## config.mk

```make
export PLATFORM = sky130hd
export DESIGN_NAME = uart_tx_ctrl
export DESIGN_NICKNAME = d
export VERILOG_FILES = /design/src/rtl/uart_tx_ctrl_pkg.sv /design/src/rtl/uart_tx_ctrl_parity_calc.sv /design/src/rtl/uart_tx_ctrl.sv
export SDC_FILE = /design/constraint.sdc
export NUM_CORES = 1
export LEC_CHECK = 0
export ABC_AREA = 1
export CORE_MARGIN = 2
export CORE_UTILIZATION = 50
export DETAILED_ROUTE_END_ITERATION = 10
export PLACE_DENSITY = 0.73
export SETUP_SLACK_MARGIN = 0.15
export SLEW_MARGIN = 20
export SYNTH_ARGS = -nofsm -noshare
export SYNTH_HDL_FRONTEND = slang
export SYNTH_SLANG_ARGS = --single-unit
```

## constraint.sdc

```tcl
create_clock -name i_tx_ctrl_clk -period 2 [get_ports i_tx_ctrl_clk]
set_input_delay 0.3 -clock i_tx_ctrl_clk [delete_from_list [all_inputs] [get_ports i_tx_ctrl_clk]]
set_output_delay 0.3 -clock i_tx_ctrl_clk [all_outputs]
set_load 0.02 [all_outputs]
```

## src/rtl/uart_tx_ctrl_pkg.sv

```systemverilog
// Shared UART transmit definitions: FSM state encodings and parity-type constants.
package uart_tx_ctrl_pkg;

    typedef enum logic [2:0] {
        ST_IDLE   = 3'd0,
        ST_START  = 3'd1,
        ST_DATA   = 3'd2,
        ST_PARITY = 3'd3,
        ST_STOP   = 3'd4
    } tx_state_t;

    localparam logic PAR_EVEN = 1'b0;
    localparam logic PAR_ODD  = 1'b1;

endpackage

```

## src/rtl/uart_tx_ctrl_parity_calc.sv

```systemverilog
// Parity bit generator: XOR reduction of the payload, inverted for odd parity.
module uart_parity_calc
    import uart_tx_ctrl_pkg::*;
#(
    parameter int DATA_WIDTH = 8
) (
    input  logic [DATA_WIDTH-1:0] i_data,
    input  logic                  i_par_typ,
    output logic                  o_parity
);

    assign o_parity = (^i_data) ^ (i_par_typ == PAR_ODD);

endmodule

```

## src/rtl/uart_tx_ctrl.sv

```systemverilog
// UART frame transmitter: start bit, LSB-first payload, optional parity, one stop bit.
// Outputs are registered from next-state values so they change on the same edge as the state.
module uart_tx_ctrl
    import uart_tx_ctrl_pkg::*;
#(
    parameter int DATA_WIDTH   = 8,
    parameter int CLKS_PER_BIT = 16
) (
    input  logic                  i_tx_ctrl_clk,
    input  logic                  i_tx_ctrl_rst,
    input  logic                  i_tx_ctrl_start,
    input  logic [DATA_WIDTH-1:0] i_tx_ctrl_data,
    input  logic                  i_tx_ctrl_par_en,
    input  logic                  i_tx_ctrl_par_typ,
    output logic                  o_tx_ctrl_serial,
    output logic                  o_tx_ctrl_busy,
    output logic                  o_tx_ctrl_done
);

    localparam int CNT_W = $clog2(CLKS_PER_BIT);
    localparam int IDX_W = (DATA_WIDTH > 1) ? $clog2(DATA_WIDTH) : 1;
    localparam logic [CNT_W-1:0] CNT_LAST = CNT_W'(CLKS_PER_BIT - 1);
    localparam logic [IDX_W-1:0] IDX_LAST = IDX_W'(DATA_WIDTH - 1);

    tx_state_t             r_state;
    logic [CNT_W-1:0]      r_cnt;
    logic [IDX_W-1:0]      r_idx;
    logic [DATA_WIDTH-1:0] r_data;
    logic                  r_par_en;
    logic                  r_par_typ;
    logic                  r_serial;
    logic                  r_busy;
    logic                  r_done;

    tx_state_t             w_state_nxt;
    logic [CNT_W-1:0]      w_cnt_nxt;
    logic [IDX_W-1:0]      w_idx_nxt;
    logic                  w_bit_end;
    logic                  w_latch;
    logic                  w_parity;
    logic                  w_serial_nxt;
    logic                  w_busy_nxt;
    logic                  w_done_nxt;

    assign w_bit_end = (r_cnt == CNT_LAST);
    assign w_latch   = (r_state == ST_IDLE) && i_tx_ctrl_start;

    uart_parity_calc #(
        .DATA_WIDTH (DATA_WIDTH)
    ) u_parity_calc (
        .i_data    (r_data),
        .i_par_typ (r_par_typ),
        .o_parity  (w_parity)
    );

    // NOTE: sequential state uses non-blocking assignments so every register samples pre-edge values.
    always_ff @(posedge i_tx_ctrl_clk or posedge i_tx_ctrl_rst) begin
        if (i_tx_ctrl_rst) begin
            r_state   <= ST_IDLE;
            r_cnt     <= '0;
            r_idx     <= '0;
            r_data    <= '0;
            r_par_en  <= 1'b0;
            r_par_typ <= 1'b0;
            r_serial  <= 1'b1;
            r_busy    <= 1'b0;
            r_done    <= 1'b0;
        end else begin
            r_state  <= w_state_nxt;
            r_cnt    <= w_cnt_nxt;
            r_idx    <= w_idx_nxt;
            r_serial <= w_serial_nxt;
            r_busy   <= w_busy_nxt;
            r_done   <= w_done_nxt;
            if (w_latch) begin
                r_data    <= i_tx_ctrl_data;
                r_par_en  <= i_tx_ctrl_par_en;
                r_par_typ <= i_tx_ctrl_par_typ;
            end
        end
    end

    // NOTE: every signal gets a default before the case so no path can infer a latch.
    always_comb begin
        w_state_nxt = r_state;
        w_cnt_nxt   = r_cnt;
        w_idx_nxt   = r_idx;
        case (r_state)
            ST_IDLE: begin
                w_cnt_nxt = '0;
                w_idx_nxt = '0;
                if (i_tx_ctrl_start) begin
                    w_state_nxt = ST_START;
                end
            end
            ST_START: begin
                if (w_bit_end) begin
                    w_cnt_nxt   = '0;
                    w_state_nxt = ST_DATA;
                end else begin
                    w_cnt_nxt = r_cnt + 1'b1;
                end
            end
            ST_DATA: begin
                if (w_bit_end) begin
                    w_cnt_nxt = '0;
                    if (r_idx == IDX_LAST) begin
                        w_idx_nxt   = '0;
                        w_state_nxt = r_par_en ? ST_PARITY : ST_STOP;
                    end else begin
                        w_idx_nxt = r_idx + 1'b1;
                    end
                end else begin
                    w_cnt_nxt = r_cnt + 1'b1;
                end
            end
            ST_PARITY: begin
                if (w_bit_end) begin
                    w_cnt_nxt   = '0;
                    w_state_nxt = ST_STOP;
                end else begin
                    w_cnt_nxt = r_cnt + 1'b1;
                end
            end
            ST_STOP: begin
                if (w_bit_end) begin
                    w_cnt_nxt   = '0;
                    w_state_nxt = ST_IDLE;
                end else begin
                    w_cnt_nxt = r_cnt + 1'b1;
                end
            end
            default: begin
                w_state_nxt = ST_IDLE;
                w_cnt_nxt   = '0;
                w_idx_nxt   = '0;
            end
        endcase
    end

    // Outputs are decoded from the upcoming state so the serial line moves on the bit edge itself.
    always_comb begin
        w_serial_nxt = 1'b1;
        w_busy_nxt   = 1'b1;
        w_done_nxt   = 1'b0;
        case (w_state_nxt)
            ST_IDLE: begin
                w_busy_nxt = 1'b0;
                w_done_nxt = (r_state == ST_STOP);
            end
            ST_START:  w_serial_nxt = 1'b0;
            ST_DATA:   w_serial_nxt = r_data[w_idx_nxt];
            ST_PARITY: w_serial_nxt = w_parity;
            ST_STOP:   w_serial_nxt = 1'b1;
            default:   w_busy_nxt   = 1'b0;
        endcase
    end

    assign o_tx_ctrl_serial = r_serial;
    assign o_tx_ctrl_busy   = r_busy;
    assign o_tx_ctrl_done   = r_done;

endmodule

```

## Word-level counts from Yosys, hierarchy flattened

Cells that the tools add are included.

| storage, ports and cells | value |
|---|---|
| register bits after elaboration | 23 |
| latch bits | 0 |
| RAM bits | 0 |
| bits in read-only memories | 0 |
| input bits | 13 |
| output and inout bits | 3 |
| memories | 0 |

| operators by class | value |
|---|---|
| add/sub/neg operators | 2 |
| multipliers | 0 |
| div/mod/pow operators | 0 |
| magnitude comparators | 1 |
| equal/unequal tests | 10 |
| shift operators | 0 |
| muxes and demuxes | 18 |
| bitwise operators | 1 |
| reductions and logical operators | 7 |

Operators with widths:

| cell | count |
|---|---|
| 2-to-1 mux 3 bit | 9 |
| one-hot mux 3 bit (5 select lines) | 1 |
| equality test 3 x 2 -> 1 bit, second input constant | 4 |
| equality test 3 bit, second input constant | 3 |
| 2-to-1 mux 4 bit | 2 |
| OR reduction 4 bit | 2 |
| parity 8 bit | 1 |
| equality test 3 x 1 -> 1 bit, second input constant | 2 |
| logical NOT 3 bit | 2 |
| one-hot mux 3 bit (2 select lines) | 1 |
| adder 4 x 1 -> 4 bit, second input constant | 1 |
| equality test 4 bit, second input constant | 1 |
| < comparator 3 x 4 -> 1 bit, second input constant | 1 |
| adder 3 x 1 -> 3 bit, second input constant | 1 |
| binary-select mux 1 bit (select 3 bit) | 1 |
| 2-to-1 mux 1 bit | 3 |
| one-hot mux 1 bit (3 select lines) | 1 |
| OR reduction 3 bit | 1 |
| logical AND 1 bit | 1 |
| XOR 1 bit | 1 |

## Depth between registers and ports, before layout

| depth | value |
|---|---|
| word-level depth | 7 |
| mapped depth | 13 |

## By module

From an unflattened synthesis, not the netlist that was laid out.

| unflattened totals | value |
|---|---|
| cell total of the unflattened synthesis | 169 |
| area, all modules | 1373.8 um^2 |

Modules (own cells, without submodules):

| module | times used | cells each | area an instance (um^2) |
|---|---|---|---|
| uart_tx_ctrl | 1 | 131 | 1209.9 |
| uart_parity_calc | 1 | 38 | 163.9 |

## Worst setup path before layout

OpenSTA, ideal clock, no wires.

| path | value |
|---|---|
| path type | flip-flop to flip-flop |
| start | reg r_idx[0] |
| end | reg r_serial, in the netlist o_tx_ctrl_serial |
| data arrival time | 1.452 ns |
| required time | 1.936 ns |
| setup slack | 0.485 ns |
| cell stages (with the launch flop) | 14 |
| path buffers | 0 |
| clock period less this slack | 1.515 ns |
| path through | dfrtp_1 > ha_1 > ha_1 > inv_1 > nand2_1 > nand2_1 > nand3_2 > nand2_2 > nand2_1 > nand3_1 > nand2_1 > nand2_1 > nand3_1 > nand3_1 |

| on the way | value |
|---|---|
| cells in the longest elaborated chain, start to end | 7 |

Ends and longest elaborated chain:

| item | RTL line | source |
|---|---|---|
| start: declaration | uart_tx_ctrl.sv:27 | `logic [IDX_W-1:0] r_idx;` |
| start signal: assignment | uart_tx_ctrl.sv:71 | `r_idx <= w_idx_nxt;` |
| adder 3 x 1 -> 3 bit / equality test 3 bit (equally long branches) | uart_tx_ctrl.sv:111, uart_tx_ctrl.sv:107 |  |
| 2-to-1 mux 3 bit | uart_tx_ctrl.sv:107 | `if (r_idx == IDX_LAST) begin` |
| 2-to-1 mux 3 bit | uart_tx_ctrl.sv:105 | `if (w_bit_end) begin` |
| one-hot mux 3 bit (2 select lines) (*) | uart_tx_ctrl.sv:88 | `case (r_state)` |
| net w_idx_nxt[0] | uart_tx_ctrl.sv:37 | `logic [IDX_W-1:0] w_idx_nxt;` |
| binary-select mux 1 bit (select 3 bit) (*) | uart_tx_ctrl.sv:152 | `ST_DATA: w_serial_nxt = r_data[w_idx_nxt];` |
| 2-to-1 mux 1 bit (implied by the code) (*) | uart_tx_ctrl.sv:152 |  |
| one-hot mux 1 bit (3 select lines) (*) | uart_tx_ctrl.sv:146 | `case (w_state_nxt)` |
| net w_serial_nxt | uart_tx_ctrl.sv:41 | `logic w_serial_nxt;` |
| end signal: assignment | uart_tx_ctrl.sv:72 | `r_serial <= w_serial_nxt;` |
| end: declaration | uart_tx_ctrl.sv:31 | `logic r_serial;` |

Mark *: on every way through the listed nets, which the timed path passes. The rest lies on a longest branch. The select of a mux whose other input is x is not followed.
A chain may end at the register's enable or synchronous reset.

## Worst setup path in the final report

| path | value |
|---|---|
| start | reg r_serial, in the netlist o_tx_ctrl_serial |
| end | out o_tx_ctrl_serial |

RTL lines:

| item | RTL line | source |
|---|---|---|
| end: declaration | uart_tx_ctrl.sv:15 | `output logic o_tx_ctrl_serial,` |

No word-level cell between the ends.

==> impl_results.md <==
- Starting DRT DRC Count: 25
- Post-route clock skew: 0.00539 ns
- Synth Area in Compound Gates: 0.0598
- Initial antenna violation count: 0
- Most frequent cells in the layout: 24 x nand2_1, 22 x dfrtp_1, 19 x nor2_1, 16 x nand3_1
- Multiplexer area fraction after synthesis: 0.0794
- Pin count of the biggest net entering global routing: 15
- Register-to-register setup slack: 0.30 ns
- GR Util All Layers: 0.197
- ANT cells: 0
- Post-synth cell types: 25
- Clock buffer depth: 2
- CTS Sinks: 23
- I/O pin count: 16
- Crit path time final: 1.74 ns
- Routed WL: 2480 microns
- Area delta synth->final: 19.4%
- Setup tns final: 0 ns
- # nets final: 185
- HP Class: in -> async
- Iteration count of the initial detailed-routing pass: 4
- Num CTS Buffers: 3
- Netlist Area Pre-Place: 1280 sq um
- Crit path buf inv count: 1
- Vias in the first global route: 1033
- Setup Viol. Count Final: 0
- #FFs+latches synth: 23
- Hold Vio Cnt, Final: 0
- Period utilization: 0.869
- I/O Buffers: 15
- GPL Wtd Cong: 0.861
- Global-route wire length before repair: 4150 microns
- Worst EP required: 1.70 ns
- Final ANT Viol Nets: 0
- Clock Latency Late Sink: 0.32 ns
- Commonest non-fill, non-tap cell in the layout: nand2_1
- Residual DRC: 0
- Fmax: 0.575 GHz
- Die width: 54.5 microns
- Via-to-Cell Ratio: 5.14
- CP max FO: 1
- Final slew viol count: 0
- Fraction of registers with async set or reset after synthesis: 1.00
- Synth Flop Type: dfrtp_1
- Die area: 2970 sq um
- Sequential share of the synthesized area: 0.452
- Max stage delay on crit path: 0.59 ns
- CP endpoint kind: output port
- Max VDD drop: 0.000347 V
- WL/cell: 12.6 microns
- Post-synth EDFFs: 0
- Power Density: 472 nW/um^2
- Crit-path cells: clkdlybuf4s50_1
- Die Y: 54.5 microns
- Max_cap viols: 0
- Worst path depth: 1
- Post-Synthesis Cells: 145
- Routed via count: 1013
- H-tree level count: 1
- Area of the core: 2450 sq um
- Clock root buffer: clkbuf_4
- Placed cell count: 191
- Delay-heaviest family, CP: buffers and inverters
- Site Rows: 18
- Initial Util: 0.520
- Status: completed
- Post-DP HPWL: 1900 microns
- Fraction of layout cells with a size suffix above 1: 0.216
- Ys Warns: 0
- Post-Synth Adder-Cell Area: 0.0392
- Fin cells: 197
- Clock Pin Slew Worst Setup and Hold Paths: 0.13 ns
- Unrepaired setup endpoints after global routing: false
- Final core utilization: 0.621
- Synth Area in Simple Gates: 0.272
- CTS tree: done
- Slew HR: 0.701
- Grt ovf: 0
- Post-synthesis net count: 162
- Mean instance size in the synthesized netlist: 8.80 sq um
- WP data arrival: 1.44 ns
- Largest family of logic cells by synthesized area: simple AND/OR/NAND/NOR gates
- XOR/XNOR Fraction of Synth Area: 0.0412
- Slew @ Worst Pin: 0.448 ns
- R2R depth: 13
- Crit-path slowest cell: clkdlybuf4s50_1
- Crit Path Class: reg -> out
- Leakage: 0.745 nW
- Type of origin of the critical path: flop
==> power by group <==
group	switching, mW	leakage, nW	internal (mW)	total, mW
logic	0.0118	0.434	0.0217	0.0335
registers	0	0.293	0.465	0.465
clock network	0.146	0.0177	0.0748	0.221
total	0.158	0.745	0.562	0.719
==> area by class of cell <==
| class | instances | area, sq um |
|---|---|---|
| Sequential cell | 23 | 577 |
| Clock buffer | 3 | 22.5 |
| Fill cell | 215 | 931 |
| Timing Repair Buffer | 19 | 180 |
| Clock inverter | 1 | 5.00 |
| Multi-Input combinational cell | 103 | 634 |
| Tap cell | 30 | 37.5 |
| Inverter | 18 | 67.6 |
==> registers in the layout, indices dropped and copies added, names as in the netlist <==
name and flops:
r_idx 3, r_state 3, r_cnt 4, r_par_en 1, o_tx_ctrl_serial 1, o_tx_ctrl_done 1
r_par_typ 1, o_tx_ctrl_busy 1, r_data 8
==> metal layers <==
| metal | global-route usage | routed length (microns) | vias up |
|---|---|---|---|
| met5 | 0 | 0 | - |
| met4 | 0.104 | 67 | 0 |
| met3 | 0.0246 | 52 | 6 |
| met2 | 0.341 | 1310 | 19 |
| met1 | 0.237 | 1050 | 482 |
| li1 | - | - | 506 |
==> synth_stat cells (2+ instances only) <==
master,number,area [sq um]
nand3_1,16,80.1
ha_1,4,50.1
nor2_4,2,22.5
inv_2,3,11.3
mux2_2,9,101
nand2_1,24,90.1
o21ai_0,5,25.0
nand2_2,6,37.5
nor2_1,19,71.3
nor3_1,3,15.0
dfrtp_1,22,551
xnor2_1,5,43.8
inv_1,15,56.3
==> timing repair <==
action	4_1_cts	5_1_grt
endpoints found under the setup margin	0	1
hold buffers	0	0
buffers inserted	0	2
gates resized for setup	0	2
endpoints found under the hold margin	0	0
==> cell families (layout without fill, tap and decap cells) <==
group | after synthesis | count (layout)
xor gates and xnor gates | 6 | 6
AOI/OAI and AO/OA | 10 | 10
muxes | 9 | 9
and+or+nand+nor | 74 | 74
adders and majority gates | 4 | 4
buffers and inverters | 19 | 41
DFF | 23 | 23
==> metrics by stage <==
stage	area (sq um)	hold slack [ns]	worst slack, ns	power [mW]
2_1_floorplan	1280	0.301	0.485	0.481
3_3_place_gp	1470	0.460	0.368	0.507
3_5_place_dp	1470	0.469	0.303	0.508
4_1_cts	1500	0.241	0.243	0.731
5_1_grt	1520	0.282	0.143	0.746
6_report	1520	0.236	0.261	0.719
==> final timing paths <==
check	endpoint	start
max	o_tx_ctrl_serial	o_tx_ctrl_serial
min	r_data[4]	i_tx_ctrl_rst
max reg2reg	o_tx_ctrl_serial	r_idx[1]
min reg2reg	r_par_typ	r_par_typ
max in group asynchronous	o_tx_ctrl_serial	i_tx_ctrl_rst
min in group i_tx_ctrl_clk	r_par_typ	r_par_typ
Power figures use the tool's default switching activity.
